### src/rtl/can_crc15_rx.sv
// can_crc15_rx: receive-side CAN CRC-15 engine; define CAN_CRC_DELIM_CHECK_EN to add the CRC delimiter check
module can_crc15_rx #(
  parameter logic [14:0] POLY     = 15'h4599,
  parameter int          CRC_BITS = 15
) (
  input  logic        clock,
  input  logic        reset_n,
  input  logic        enable,
  input  logic        bit_valid,
  input  logic        bit_in,
  input  logic        sof,
  input  logic        last_data_bit,
  output logic [14:0] calculated_crc,
  output logic [14:0] received_crc,
  output logic        check_enable,
  output logic        busy,
  output logic        delim_error
);
  typedef enum logic [1:0] {
    IDLE,
    CALC,
`ifdef CAN_CRC_DELIM_CHECK_EN
    RECV,
    DELIM
`else
    RECV
`endif
  } state_t;

  state_t      state_q, state_d;
  logic [14:0] calc_q, calc_d;
  logic [14:0] recv_q, recv_d;
  logic [3:0]  cnt_q, cnt_d;
  logic        ce_q, ce_d;
`ifdef CAN_CRC_DELIM_CHECK_EN
  logic        de_q, de_d;
`endif

  function automatic logic [14:0] crc_step(input logic [14:0] c, input logic b);
    return {c[13:0], 1'b0} ^ ((b ^ c[14]) ? POLY : 15'h0);
  endfunction

  // next-state: enable-low clear, SOF restart (wins over everything), then per-state bit consumption
  always_comb begin
    state_d = state_q;
    calc_d  = calc_q;
    recv_d  = recv_q;
    cnt_d   = cnt_q;
    ce_d    = 1'b0;
`ifdef CAN_CRC_DELIM_CHECK_EN
    de_d    = 1'b0;
`endif
    if (!enable) begin
      state_d = IDLE;
      calc_d  = '0;
      recv_d  = '0;
      cnt_d   = '0;
    end else if (bit_valid && sof) begin
      recv_d  = '0;
      cnt_d   = '0;
      calc_d  = crc_step(15'h0, bit_in);
      state_d = last_data_bit ? RECV : CALC;
    end else if (bit_valid) begin
      case (state_q)
        CALC: begin
          calc_d = crc_step(calc_q, bit_in);
          if (last_data_bit) begin
            state_d = RECV;
            cnt_d   = '0;
          end
        end
        RECV: begin
          recv_d = {recv_q[13:0], bit_in};
          cnt_d  = cnt_q + 4'd1;
          if (cnt_q == 4'(CRC_BITS - 1)) begin
            ce_d = 1'b1;
`ifdef CAN_CRC_DELIM_CHECK_EN
            state_d = DELIM;
`else
            state_d = IDLE;
`endif
          end
        end
`ifdef CAN_CRC_DELIM_CHECK_EN
        DELIM: begin
          de_d    = ~bit_in;
          state_d = IDLE;
        end
`endif
        default: ;
      endcase
    end
  end

  // state and datapath registers
  always_ff @(posedge clock or negedge reset_n) begin
    if (!reset_n) begin
      state_q <= IDLE;
      calc_q  <= '0;
      recv_q  <= '0;
      cnt_q   <= '0;
      ce_q    <= 1'b0;
`ifdef CAN_CRC_DELIM_CHECK_EN
      de_q    <= 1'b0;
`endif
    end else begin
      state_q <= state_d;
      calc_q  <= calc_d;
      recv_q  <= recv_d;
      cnt_q   <= cnt_d;
      ce_q    <= ce_d;
`ifdef CAN_CRC_DELIM_CHECK_EN
      de_q    <= de_d;
`endif
    end
  end

  assign calculated_crc = calc_q;
  assign received_crc   = recv_q;
  assign check_enable   = ce_q;
  assign busy           = state_q != IDLE;
`ifdef CAN_CRC_DELIM_CHECK_EN
  assign delim_error    = de_q;
`else
  assign delim_error    = 1'b0;
`endif
endmodule

### config.mk
export PLATFORM = sky130hd
export DESIGN_NAME = can_crc15_rx
export DESIGN_NICKNAME = d
export VERILOG_FILES = /design/src/rtl/can_crc15_rx.sv
export SDC_FILE = /design/constraint.sdc
export NUM_CORES = 1
export LEC_CHECK = 0
export BUFFER_PORTS_ARGS = -buffer_cell sky130_fd_sc_hd__buf_2
export CAP_MARGIN = 25
export CORE_UTILIZATION = 45
export DETAILED_ROUTE_END_ITERATION = 12
export GPL_TIMING_DRIVEN = 1
export PLACE_DENSITY_LB_ADDON = 0.2
export SLEW_MARGIN = 30
export SYNTH_ARGS = -nofsm -noshare
export SYNTH_HDL_FRONTEND = slang
export SYNTH_SLANG_ARGS = --single-unit
### constraint.sdc
create_clock -name clock -period 2.5 [get_ports clock]
set_input_delay 0.625 -clock clock [delete_from_list [all_inputs] [get_ports clock]]
set_output_delay 0.625 -clock clock [all_outputs]
set_load 0.01 [all_outputs]
Word-level counts from Yosys, hierarchy flattened

Index checks and enable logic that the tools add are counted.

Flip-flop bits (word level): 37
Bits in latches: 0
RAM bits: 0
Bits in read-only memories: 0
Input port bits: 7
Output and inout bits: 33
Word-level logic and storage cells: 50
Memories kept: 0

$add $sub $neg: 1
Multipliers: 0
Divide/modulo/power cells: 0
$lt $le $gt $ge: 0
Equality and inequality tests: 9
Shift operators: 0
Mux-type cells: 27
Bitwise logic cells: 2
Reductions and logical operators: 6

Operators with widths:

| operator                                                              | count |
|---|---|
| 15-bit 2-to-1 mux                                                     | 10 |
| 4-bit 2-to-1 mux                                                      | 4 |
| 15-bit bitwise XOR                                                    | 1 |
| 2-bit 2-to-1 mux                                                      | 6 |
| 3-bit by 1-bit != test with 1-bit output, second input constant       | 3 |
| 4-bit != test, second input constant                                  | 2 |
| 4-bit one-hot mux with 2 select lines                                 | 1 |
| 1-bit 2-to-1 mux                                                      | 5 |
| 4-bit by 1-bit adder with 4-bit output, second input constant         | 1 |
| 4-bit equality test, second input constant                            | 1 |
| 4-bit by 1-bit != test with 1-bit output, second input constant       | 1 |
| 2-bit one-hot mux with 2 select lines                                 | 1 |
| 2-bit AND reduction                                                   | 2 |
| 4-bit AND reduction                                                   | 1 |
| 3-bit AND reduction                                                   | 1 |
| 2-bit by 1-bit equality test with 1-bit output, second input constant | 1 |
| 2-bit equality test, second input constant                            | 1 |
| 2-bit nonzero test                                                    | 1 |
| 1-bit logical AND                                                     | 1 |
| 1-bit bitwise XOR                                                     | 1 |

Depth between registers and ports, before layout

Gate-level depths: netlist of run 1.

Depth in word-level cells: 7
Depth in mapped cells: 8
Depth with buffers taken out: 6

Worst setup path after synthesis of run 1

OpenSTA, ideal clock, no wires.

Path type: input to register
From: input port bit_valid
To: register calc_q[14], in the netlist calculated_crc[14]
Library setup time: 0.122 ns
Arrival time: 1.494 ns
Data required time: 2.378 ns
Path slack: 0.885 ns
Stages: 5
Buffers on the path: 1
Cell sequence: buf_4 nand4b_1 a21oi_1 or3_1 a32o_1

Cells in the longest elaborated chain, start to end: 3
Elaborated cells between the ends (all ways): 6
Those cells by class: eq/ne (2); mux (2); reduce/logical (2)

Ends and longest elaborated chain:

| element                                                                                 | line | text |
|---|---|---|
| start: declaration                                                                      | 9    | `input logic bit_valid,` |
| 1-bit logical AND                                                                       | 58   | `end else if (bit_valid && sof) begin` |
| 3-bit by 1-bit != test with 1-bit output (no line) or 15-bit 2-to-1 mux (tied branches) | n/a  |  |
| 2-bit AND reduction (no line) or 15-bit 2-to-1 mux (tied branches)                      | n/a  |  |
| end signal: assignment                                                                  | 108  | `calc_q <= calc_d;` |
| end: declaration                                                                        | 31   | `logic [14:0] calc_q, calc_d;` |

Parallel ways exist; a longest one is shown, timed or not.
A chain may end at the register's enable or synchronous reset.

Final worst setup path of run 1

From: register state_q[0]
To: output port busy

Cells in the longest elaborated chain, start to end: 1

Ends and longest elaborated chain:

| element                  | line | text |
|---|---|---|
| start: declaration       | 30   | `state_t state_q, state_d;` |
| start signal: assignment | 107  | `state_q <= state_d;` |
| 2-bit nonzero test       | 121  | `assign busy = state_q != IDLE;` |
| end: declaration         | 16   | `output logic busy,` |

Every way passes these cells.

==> results of run 1 <==
[power breakdown]
| part | switching, W | internal (W) | total, W |
|---|---|---|---|
| combinational | 0.000126 | 0.0000776 | 0.000204 |
| sequential | 0.0000211 | 0.000622 | 0.000643 |
| clock | 0.000204 | 0.000290 | 0.000493 |
| total | 0.000351 | 0.000989 | 0.00134 |
[through the flow]
step,std cells,setup slack (ns),total power (W)
6_report,272,0.792,0.00134
5_1_grt,272,0.610,0.00141
3_3_place_gp,265,0.636,0.000859
4_1_cts,272,0.773,0.00136
2_1_floorplan,188,0.885,0.000799
3_5_place_dp,265,0.612,0.000860
[layout make-up]
cell class	instances	area [um2]	share of cell area, %
Clock buffer	5	68.8	3.31
Timing Repair Buffer	40	205	9.86
Inverter	6	22.5	1.08
Tap cell	48	60.1	2.88
Clock inverter	2	35.0	1.68
Multi-Input combinational cell	134	764	36.7
Sequential cell	37	926	44.5
[cells by family after synthesis]
logic type	Yosys count	synth area share, %
AND/OR/NAND/NOR	89	22.2
flip-flops	37	52.2
AO/OA/AOI/OAI	30	12.1
buffers and inverters	17	4.72
XOR/XNOR	6	3.39
adder cells (fa/ha/maj)	5	3.53
multiplexers	3	1.69
other	1	0.211
[metal layers]
| layer | up-vias | share of wire (%) |
|---|---|---|
| met5 | - | 0 |
| met4 | 0 | 2.0 |
| met3 | 7 | 5.0 |
| met2 | 32 | 44 |
| met1 | 629 | 49 |
| li1 | 694 | - |
[layout by cell type (no fill, tap or decap)]
master,instances
sky130_fd_sc_hd__nand2_1,56
sky130_fd_sc_hd__buf_2,38
sky130_fd_sc_hd__dfrtp_1,37
sky130_fd_sc_hd__nand3_1,17
sky130_fd_sc_hd__o21ai_1,8
sky130_fd_sc_hd__inv_1,6
sky130_fd_sc_hd__a22o_1,6
sky130_fd_sc_hd__xnor2_1,5
sky130_fd_sc_hd__ha_1,5
sky130_fd_sc_hd__clkbuf_8,5
sky130_fd_sc_hd__o21ai_0,4
sky130_fd_sc_hd__and2_1,3
sky130_fd_sc_hd__mux2i_1,3
sky130_fd_sc_hd__nor2_1,3
sky130_fd_sc_hd__nand2b_1,3
sky130_fd_sc_hd__o2bb2ai_1,2
sky130_fd_sc_hd__o22ai_1,2
sky130_fd_sc_hd__a21oi_1,2
sky130_fd_sc_hd__buf_4,2
sky130_fd_sc_hd__a21boi_4,1
sky130_fd_sc_hd__and3_1,1
sky130_fd_sc_hd__and4_1,1
sky130_fd_sc_hd__nand2_2,1
sky130_fd_sc_hd__xor2_2,1
sky130_fd_sc_hd__nor2b_1,1
sky130_fd_sc_hd__o21ai_2,1
sky130_fd_sc_hd__a21boi_0,1
sky130_fd_sc_hd__o311ai_1,1
sky130_fd_sc_hd__or2b_1,1
sky130_fd_sc_hd__nand4b_1,1
sky130_fd_sc_hd__or3_1,1
sky130_fd_sc_hd__a32o_1,1
sky130_fd_sc_hd__o211ai_1,1
sky130_fd_sc_hd__conb_1,1
sky130_fd_sc_hd__clkinv_2,1
sky130_fd_sc_hd__bufinv_16,1
[path summary, 6_finish.rpt]
path	start	end	slack [ns]	cells after the start
setup / recovery	state_q[0]	busy	0.79	4
hold / removal	reset_n	received_crc[12]	0.41	1
setup reg to reg	state_q[1]	calculated_crc[14]	0.79	7
hold reg to reg	received_crc[14]	received_crc[14]	0.47	2
max in group asynchronous	reset_n	received_crc[7]	1.58	1
min in group clock	received_crc[14]	received_crc[14]	0.47	2
[flip-flops by register name (all words and copies together), names as in the netlist]
| signal | cells |
|---|---|
| calculated_crc | 15 |
| received_crc | 15 |
| cnt_q | 4 |
| state_q | 2 |
| check_enable | 1 |
[worst max-delay path: stages, from the launching register on]
cell	delay [ns]
sky130_fd_sc_hd__dfrtp_1	0.37
sky130_fd_sc_hd__inv_1	0.07
sky130_fd_sc_hd__ha_1	0.19
sky130_fd_sc_hd__inv_1	0.04
sky130_fd_sc_hd__buf_2	0.11
==> results.txt, run 1 <==
The setup clock skew after layout came out at 0.00521 ns. The post-detailed-placement half-perimeter wirelength is 2280 um. The chip height came out at 64.8 um. The number of standard cells after synthesis is 188. The CTS buffer count came out at 5. At the later pin of the worst-skew pair, clock insertion delay measures 0.29 ns. The count of hold buffers inserted by post-cts repair is 0. The congestion estimate from routability-driven global placement came to 0.764.

The via count of the first global-routing pass came out at 1237. Summed over all cells, the static leakage comes to 1.12 nW. The clock tree from TritonCTS is built. The final-stage net count came out at 236. The worst pin sits at a relative slew slack of 47.5%. The share of synthesized registers carrying an async set or reset came out at 100%. The remaining antenna violation count is 0. The buffers inserted during post-CTS setup optimization came out at 0.

The fmax came out at 586 MHz. In this run the standard cell core region covers 3720 um2. The total count of hold-check failures in the final report came to 0. The synthesized netlist contains 34 unique library cells.

The relative area change from synthesis to final layout is 17.3%. The synthesized netlist net count is 200. The cell with the most instances after synthesis is sky130_fd_sc_hd__nand2_1.

Setup repair after global routing left no endpoint under its margin. The data arrival time of the critical path is 1.08 ns. The post-layout utilization of the core came out at 56.0%. The count of final setup violators came out at 0. The peak supply drop came out at 0.400 mV.

For this run, design rule violations remaining after detail routing come to 0. For this run, the number of Yosys warnings is 0. The wire length after detailed routing is 3300 um. The layout filler cell count came out at 340. The met3 track utilization from global routing came out at 4.40%. The startpoint kind of the worst setup timing path is a register.

The setup total negative slack is 0 ns. Cells with a size suffix above 1 make up 22.8% of the layout. In this run the tool buffered the top-level ports with 38 buffer cells. The mean routed wirelength per cell came out at 12.1 um. The cell at the root of the clock tree is sky130_fd_sc_hd__clkbuf_8. Global routing consumed, over all layers together, 18.2% of the routing resources. The share of the clock period used by the worst path after layout came out at 68.3%.

The layer flagged by global routing as most heavily used is met2. The number of flops mapped to enable cells by yosys came out at 0. Counting I/O delays and the setup requirement, the final critical path takes 1.71 ns. Dividing total power by cell area gives a power density of 643 nW/um2. sky130_fd_sc_hd__dfrtp_1 takes more of the synthesized area than any other cell. The initial antenna violation count is 0.

The effective utilization at floorplan is 47.7%. The DRC violation total after the first TritonRoute iteration is 106. Data on the critical path is required at its endpoint by 1.88 ns. The met1 track utilization from global routing is 25.6%.

The critical path is of the register to primary output type. The flow ran to the end, and the final reports show no timing, DRC or antenna violations. The standard-cell row count came out at 22. The total inserted antenna cells came out at 0. The number of vias in the routed layout came out at 1362.

The floorplan step defined a die boundary enclosing 4200 um2. The tightest min-delay check is of the primary input to asynchronous set/reset pin type. The leftover overflow at the end of global routing came out at 0.

After synthesis, the cell types taking the most area are sky130_fd_sc_hd__dfrtp_1 52%, sky130_fd_sc_hd__nand2_1 12%, sky130_fd_sc_hd__nand3_1 4.8%, sky130_fd_sc_hd__ha_1 3.5%, sky130_fd_sc_hd__a22o_1 3.0%. The register area share after synthesis is 52.2%. The synthesis-stage register bit count came out at 37. The worst hold slack came out at 0.413 ns.

The type of element capturing the critical path is a primary output. The count of cells resized by post-cts repair came out at 0. The largest net degree at the start of global routing is 38. The max capacitance violation total came out at 0. The I/O pin count came out at 40. The post-synthesis average cell area came out at 9.44 um2. The die is 64.8 um wide. The tree built by TritonCTS fans out to 37 sinks. Clock-pin slew was measured on the worst setup and hold paths at 0.07 ns. The cell area after technology mapping is 1770 um2. The top cell type by area accounts for 52.2% of the synthesized area. The cell area after placement came out at 1980 um2.

The number of max-slew violations in the final report was 0. The detailed-routing iteration count for the pre-antenna-repair pass is 4. The measured slew at the worst slew-check pin is 0.788 ns.

The global-route wire length before repair is 5730 um. The flip-flop cell with the highest count after synthesis is sky130_fd_sc_hd__dfrtp_1. In the routed layout, each cell is associated on average with a via count of 5.01. The clock tree buffer depth is 2.

The final design instance area without fill came out at 2080 um2. The met2 capacity usage during global routing came out at 25.8%. The deepest level of the CTS H-tree came out at 2.

By count the netlist is led by 56 x sky130_fd_sc_hd__nand2_1, 37 x sky130_fd_sc_hd__dfrtp_1, 17 x sky130_fd_sc_hd__nand3_1, 8 x sky130_fd_sc_hd__o21ai_1, 7 x sky130_fd_sc_hd__buf_2. The maximum net fanout on the critical path came out at 3.
Power figures use the tool's default switching activity.
==> run 2, diff against run 1 <==
==> constraint.sdc (replaced) <==
create_clock -name clock -period 1.6 [get_ports clock]
set_input_delay 0.4 -clock clock [delete_from_list [all_inputs] [get_ports clock]]
set_output_delay 0.4 -clock clock [all_outputs]
set_load 0.01 [all_outputs]
==> results.txt, run 2 (synthesis results as in run 1) <==
After clock tree synthesis, the flow added hold-fix buffers numbering 0. The type of element capturing the critical path is a primary output. The count of final setup violators came out at 0. The clock latency of the later-clocked register in the worst-skew pair is 0.28 ns. The worst path uses 96.8% of the clock period. The peak supply drop is 0.610 mV. TritonCTS built the clock tree.

The type of the most critical hold path is primary input to asynchronous set/reset pin. The setup clock skew after layout is 0.00474 ns. The final critical-path required period came out at 1.55 ns. The clock tree buffer depth is 2. The initial antenna violation count came out at 0.

The detail route stage leaves a number of antenna-violating nets equal to 0. The floorplan step defined a die boundary enclosing 4200 um2. Data on the critical path arrives at its endpoint at 1.15 ns.

Detailed placement ended at an HPWL of 2450 um. Fill cells in the final layout number 341. The count of port buffers added during placement is 38. The routability congestion estimate from global placement came out at 0.808. The leftover overflow at the end of global routing is 0. The mean routed wirelength per cell came out at 12.7 um. In the final design database the tool counted 241 nets. The cell at the root of the clock tree is sky130_fd_sc_hd__clkbuf_8. The detailed-routing iteration count for the pre-antenna-repair pass came out at 4. The critical path goes through inv_1 -> ha_1 -> inv_1 -> buf_2. The count of cells resized by post-cts repair is 0.

The via count of the first global-routing pass came to 1307. The required time of the worst setup path came out at 1.20 ns. The number of max-slew violations in the final report came out at 0. The wire length after detailed routing is 3540 um. Dividing the detail-routed via count by the number of cells gives 5.01. The library cell used most frequently in the layout, excluding fill and tap cells, is sky130_fd_sc_hd__nand2_1. In this design, the critical path's most frequently occurring cell is sky130_fd_sc_hd__inv_1. By startpoint and endpoint, the worst setup path is classified as register to primary output. The number of vias in the routed layout is 1394. After detailed routing, the number of remaining DRC violations is 0. In this run the critical register-to-register path is captured at state_q[1].

The startpoint of the lowest-slack register-to-register path is state_q[0]. The deepest level of the CTS H-tree came out at 2. The first global-routing pass estimated 6060 um of wire. The share of layout cells above drive strength 1 is 26.1%.

The CTS buffer count came out at 5. For this run, the top clock speed supported by timing is 645 MHz. The critical-path cell with the highest stage delay is sky130_fd_sc_hd__dfrtp_1. For this design the ratio of total power to cell area is 1010 nW/um2. STA classifies the critical path startpoint as a register. The DRC violation total after the first TritonRoute iteration came out at 128. The die is 64.8 um wide. The chip height came out at 64.8 um. The number of clock sinks seen by CTS came out at 37. The effective utilization at floorplan came out at 47.7%.

The I/O pin count is 40. The instance count after placement with tap cells included came out at 270. The clock transition at the registers of the reported paths came out at 0.07 ns. The post-layout utilization of the core is 58.3%. The overall routing resource usage is 19.0%. In this run the worst path has a maximum fanout of 3.

The standby leakage power is 1.16 nW. The floorplan has 22 rows. In the layout the commonest cells are 56 x sky130_fd_sc_hd__nand2_1, 38 x sky130_fd_sc_hd__buf_2, 37 x sky130_fd_sc_hd__dfrtp_1. The relative area change from synthesis to final layout came out at 22.1%. On the worst path, the slowest cell contributes a delay of 0.41 ns. The floorplan core area is 3720 um2. The worst hold slack is 0.153 ns.

The max capacitance violation total came out at 0. The largest net degree at the start of global routing came out at 38. The number of cells on the worst reg-to-reg path is 5. The total count of hold-check failures in the final report came out at 0. In this run the register-to-register setup slack is 0.12 ns. The setup total negative slack is 0 ns.

The buffers inserted during post-CTS setup optimization is 0. The total inserted antenna cells is 0. The flow ran to the end, and the final reports show no timing, DRC or antenna violations. The non-filler instance count after layout came out at 278. The design draws 0.00218 W.
==> run 2: routing by layer <==
layer	vias up	share of wire, %	GRT usage (%)
met5	-	0	0
met4	0	0.85	5.83
met3	5	5.7	5.99
met2	37	44	27.3
met1	650	49	27.1
li1	702	-	-
==> run 2: critical path: cells and delay by family (launching register included) <==
family	cells	cell delay (ns)
adder cells (fa/ha/maj)	1	0.20
buffers and inverters	3	0.26
flip-flops	1	0.41
==> run 2: report_power, final <==
group	total [W]	switching, W	internal (W)
Combinational	0.000346	0.000206	0.000140
Sequential	0.00101	0.0000375	0.000971
Clock	0.000826	0.000318	0.000508
==> run 2: worst max path at each step <==
stage / from / to / slack (ns) / depth (start not counted)
global route: state_q[0] / busy / -0.01 / 4
detailed placement: state_q[0] / received_crc[7] / 0.03 / 6
finish: state_q[0] / busy / 0.05 / 4
floorplan: state_q[1] / calculated_crc[3] / 0.16 / 7
global placement: state_q[1] / calculated_crc[14] / 0.09 / 6
CTS: state_q[0] / received_crc[7] / 0.02 / 6
==> run 2: metrics by stage <==
stage | worst slack (ns) | area (um2)
after floorplan | 0.155 | 1770
after global placement | 0.0877 | 2030
after detailed placement | 0.0348 | 2030
after CTS | 0.0246 | 2140
after global routing | -0.0109 | 2170
final | 0.0507 | 2170
==> run 2: cell type report <==
| type | instances | area (um2) | area share, % |
|---|---|---|---|
| Inverter | 6 | 22.5 | 1.04 |
| Multi-Input combinational cell | 134 | 786 | 36.3 |
| Clock buffer | 7 | 86.3 | 3.99 |
| Sequential cell | 37 | 926 | 42.7 |
| Clock inverter | 1 | 30.0 | 1.39 |
| Tap cell | 48 | 60.1 | 2.77 |
| Timing Repair Buffer | 45 | 255 | 11.8 |
==> run 3, diff against run 2 <==
--- a/config.mk
+++ b/config.mk
@@ -5,6 +5,7 @@
 export SDC_FILE = /design/constraint.sdc
 export NUM_CORES = 1
 export LEC_CHECK = 0
+export ABC_AREA = 1
 export BUFFER_PORTS_ARGS = -buffer_cell sky130_fd_sc_hd__buf_2
 export CAP_MARGIN = 25
 export CORE_UTILIZATION = 45
==> results.txt, run 3 <==
For this run, the post-layout net count is 278. The overall routing resource usage is 18.5%. The delay of the slowest critical-path stage came out at 0.40 ns. The setup total negative slack is 0 ns. The floorplan core area is 3740 um2. The number of antenna diodes in the final layout is 0. The number of max-slew violations in the final report was 0. The max capacitance violation total is 0.

The number of clock sinks seen by CTS is 37. The remaining antenna violation count came out at 0. The final critical-path required period is 1.49 ns. The cell area after technology mapping is 1800 um2. The count of cell types in the netlist is 22. The die footprint is 4250 um2.

The met3 track utilization from global routing is 4.69%. The share of the synthesized area in the top cell type came out at 51.5%. The register-to-register setup slack is 0.17 ns.

The count of hold buffers inserted by post-cts repair is 0. The number of cells on the worst reg-to-reg path came out at 9. The relative area change from synthesis to final layout is 20.9%.

In this run the deepest clock path goes through 2 buffers. The type of the most critical hold path is primary input to asynchronous set/reset pin. In the layout the commonest cells are 105 x sky130_fd_sc_hd__nand2_1, 38 x sky130_fd_sc_hd__buf_2, 37 x sky130_fd_sc_hd__dfrtp_1. The library cell used most frequently in the layout, excluding fill and tap cells, is sky130_fd_sc_hd__nand2_1. During synthesis, Yosys emitted a total of 0 warnings. By instance count, the leading cell after synthesis is sky130_fd_sc_hd__nand2_1.

The layout filler cell count came out at 380. TritonCTS built the clock tree. The chip height is 65.2 um.

Summed over all instances, the cell type with the most area after synthesis is sky130_fd_sc_hd__dfrtp_1. The largest net degree at the start of global routing came out at 31. After synthesis, the cell types taking the most area are sky130_fd_sc_hd__dfrtp_1 51%, sky130_fd_sc_hd__nand2_1 22%, sky130_fd_sc_hd__o21ai_1 5.8%, sky130_fd_sc_hd__ha_1 3.5%, sky130_fd_sc_hd__nand3_1 3.1%. In this run the critical register-to-register path is captured at cnt_q[0]. The clock latency of the later-clocked register in the worst-skew pair is 0.29 ns. The wire-length estimate of the detail-placed layout is 2530 um. For this run, design rule violations remaining after detail routing come to 0. The peak supply drop is 0.483 mV. The met1 track utilization from global routing is 24.9%. The setup slack after layout came out at 0.114 ns.

The wire length after detailed routing is 3460 um. The global-route wire length before repair came out at 5980 um. In this run, the number of DRC markers left after iteration 0 of detailed routing was 122. The register area share after synthesis is 51.5%. The tree is rooted in a sky130_fd_sc_hd__clkbuf_8.

The deepest level of the CTS H-tree is 2. The via count of the first global-routing pass is 1336. The detailed router placed 1504 vias in this run. The I/O pin count came out at 40. The total power per unit cell area came out at 1110 nW/um2.

Among all flip-flop cells after synthesis, the most frequent one is sky130_fd_sc_hd__dfrtp_1. The routability congestion estimate from global placement is 0.788. The worst slack at placement is 0.155 ns. By startpoint and endpoint, the worst setup path is classified as register to primary output.

The required time of the worst setup path came out at 1.20 ns. The initial antenna violation count is 0. Clock-pin slew was measured on the worst setup and hold paths at 0.07 ns.

The synthesized netlist net count is 236. The maximum net fanout on the critical path is 3. The x dimension of the die is 65.2 um.

The effective utilization at floorplan came out at 48.1%. The leftover overflow at the end of global routing is 0. Data on the critical path arrives at its endpoint at 1.09 ns. The most used routing layer is met2.

The standby leakage power came out at 1.16 nW. The signal on the critical path passes through inv_1 -> ha_1 -> inv_1 -> buf_2. The startpoint of the lowest-slack register-to-register path is state_q[1]. The slowest stage of the critical path is the sky130_fd_sc_hd__dfrtp_1 cell. Counting flops and latches in the post-synthesis netlist gives 37.

The share of layout cells above drive strength 1 is 21.3%. The mean routed wirelength per cell came out at 11.0 um. The CTS buffer count came out at 5. The count of buffers added on input and output ports is 38. The average instance in the mapped netlist occupies 8.03 um2.

The startpoint kind of the worst setup timing path is a register. The share of the clock period used by the worst path after layout came out at 92.9%. The run finished with clean final reports.

The count of final setup violators is 0. Counting flops with an async set or reset pin after synthesis yields a share of 100%. The number of flops mapped to enable cells by yosys is 0. Setup repair after global routing left no endpoint under its margin. The worst setup path is captured at a primary output. The buffers inserted during post-CTS setup optimization came out at 0. The floorplan has 22 rows. The setup clock skew after layout came out at 0.00734 ns. Derived from the worst setup path, the maximum achievable clock frequency is 673 MHz. The number of standard cells after synthesis came out at 224. The first detailed-routing pass ran for 4 iterations.

The count of cells resized by post-cts repair came out at 0. In the global route stage, met2 resource usage came out at 28.7%. The total count of hold-check failures in the final report came to 0. The commonest cells after synthesis are 105 x sky130_fd_sc_hd__nand2_1, 37 x sky130_fd_sc_hd__dfrtp_1, 21 x sky130_fd_sc_hd__o21ai_1, 14 x sky130_fd_sc_hd__inv_1, 11 x sky130_fd_sc_hd__nand3_1. The per-cell via count in the routed design is 4.77. The most numerous cell type found on the critical path is sky130_fd_sc_hd__inv_1.
## run 3: logic make-up (layout without fill, tap and decap cells)
logic type,Yosys count,after routing,synth area share (%)
AO/OA/AOI/OAI,29,29,9.53
XOR/XNOR,3,3,1.46
adder cells (fa/ha/maj),5,5,3.48
buffers and inverters,24,67,6.68
flip-flops,37,37,51.5
other,1,1,0.208
AND/OR/NAND/NOR,125,125,27.2
## run 3: metal layers
layer  vias up  part of all wire, %
li1        782                    -
met1       683                   48
met2        34                   46
met3         5                  4.7
met4         0                  1.3
met5         -                    0
## run 3: worst max-delay path: cells and delay by family (launching register included)
family	cells	cell delay (ns)
DFF	1	0.40
buffers and inverters	3	0.24
adders and majority gates	1	0.15
## run 3: layout make-up
class                      instances  area, um2  area share, %
tap                               48       60.1           2.76
clock buffer                       6       82.6           3.80
multi-input combinational        163        753           34.6
timing repair buffer              44        260           12.0
inverter                          15       56.3           2.59
clock inverter                     2       37.5           1.73
sequential                        37        926           42.6
## run 3: how the worst max path moves through the flow
stage,start,endpoint,slack (ns),cells past startpoint
after CTS,state_q[0],busy,0.1,4
after detailed placement,bit_valid,calculated_crc[5],0.15,7
after global routing,state_q[1],cnt_q[0],0.03,9
after global placement,enable,calculated_crc[7],0.17,8
after floorplan,state_q[1],cnt_q[2],0.37,9
final,state_q[0],busy,0.11,4
## run 3: stage by stage
step | hold slack [ns] | area (um2) | total power (W) | std cells | util [%]
6_report | 0.0191 | 2180 | 0.00241 | 315 | 58.1
5_1_grt | 0.0464 | 2180 | 0.00255 | 315 | 58.1
4_1_cts | 0.0328 | 2180 | 0.00244 | 315 | 58.1
3_5_place_dp | 0.349 | 2060 | 0.00160 | 307 | 54.9
3_3_place_gp | 0.352 | 2060 | 0.00159 | 307 | 54.9
2_1_floorplan | 0.104 | 1800 | 0.00141 | 224 | -
## run 3: power by group
part           total, W  internal, W  switching [W]  leakage (nW)
combinational  0.000500     0.000189       0.000311         0.601
sequential      0.00107      0.00101      0.0000641         0.505
clock          0.000841     0.000507       0.000334        0.0574
total           0.00241      0.00170       0.000710          1.16
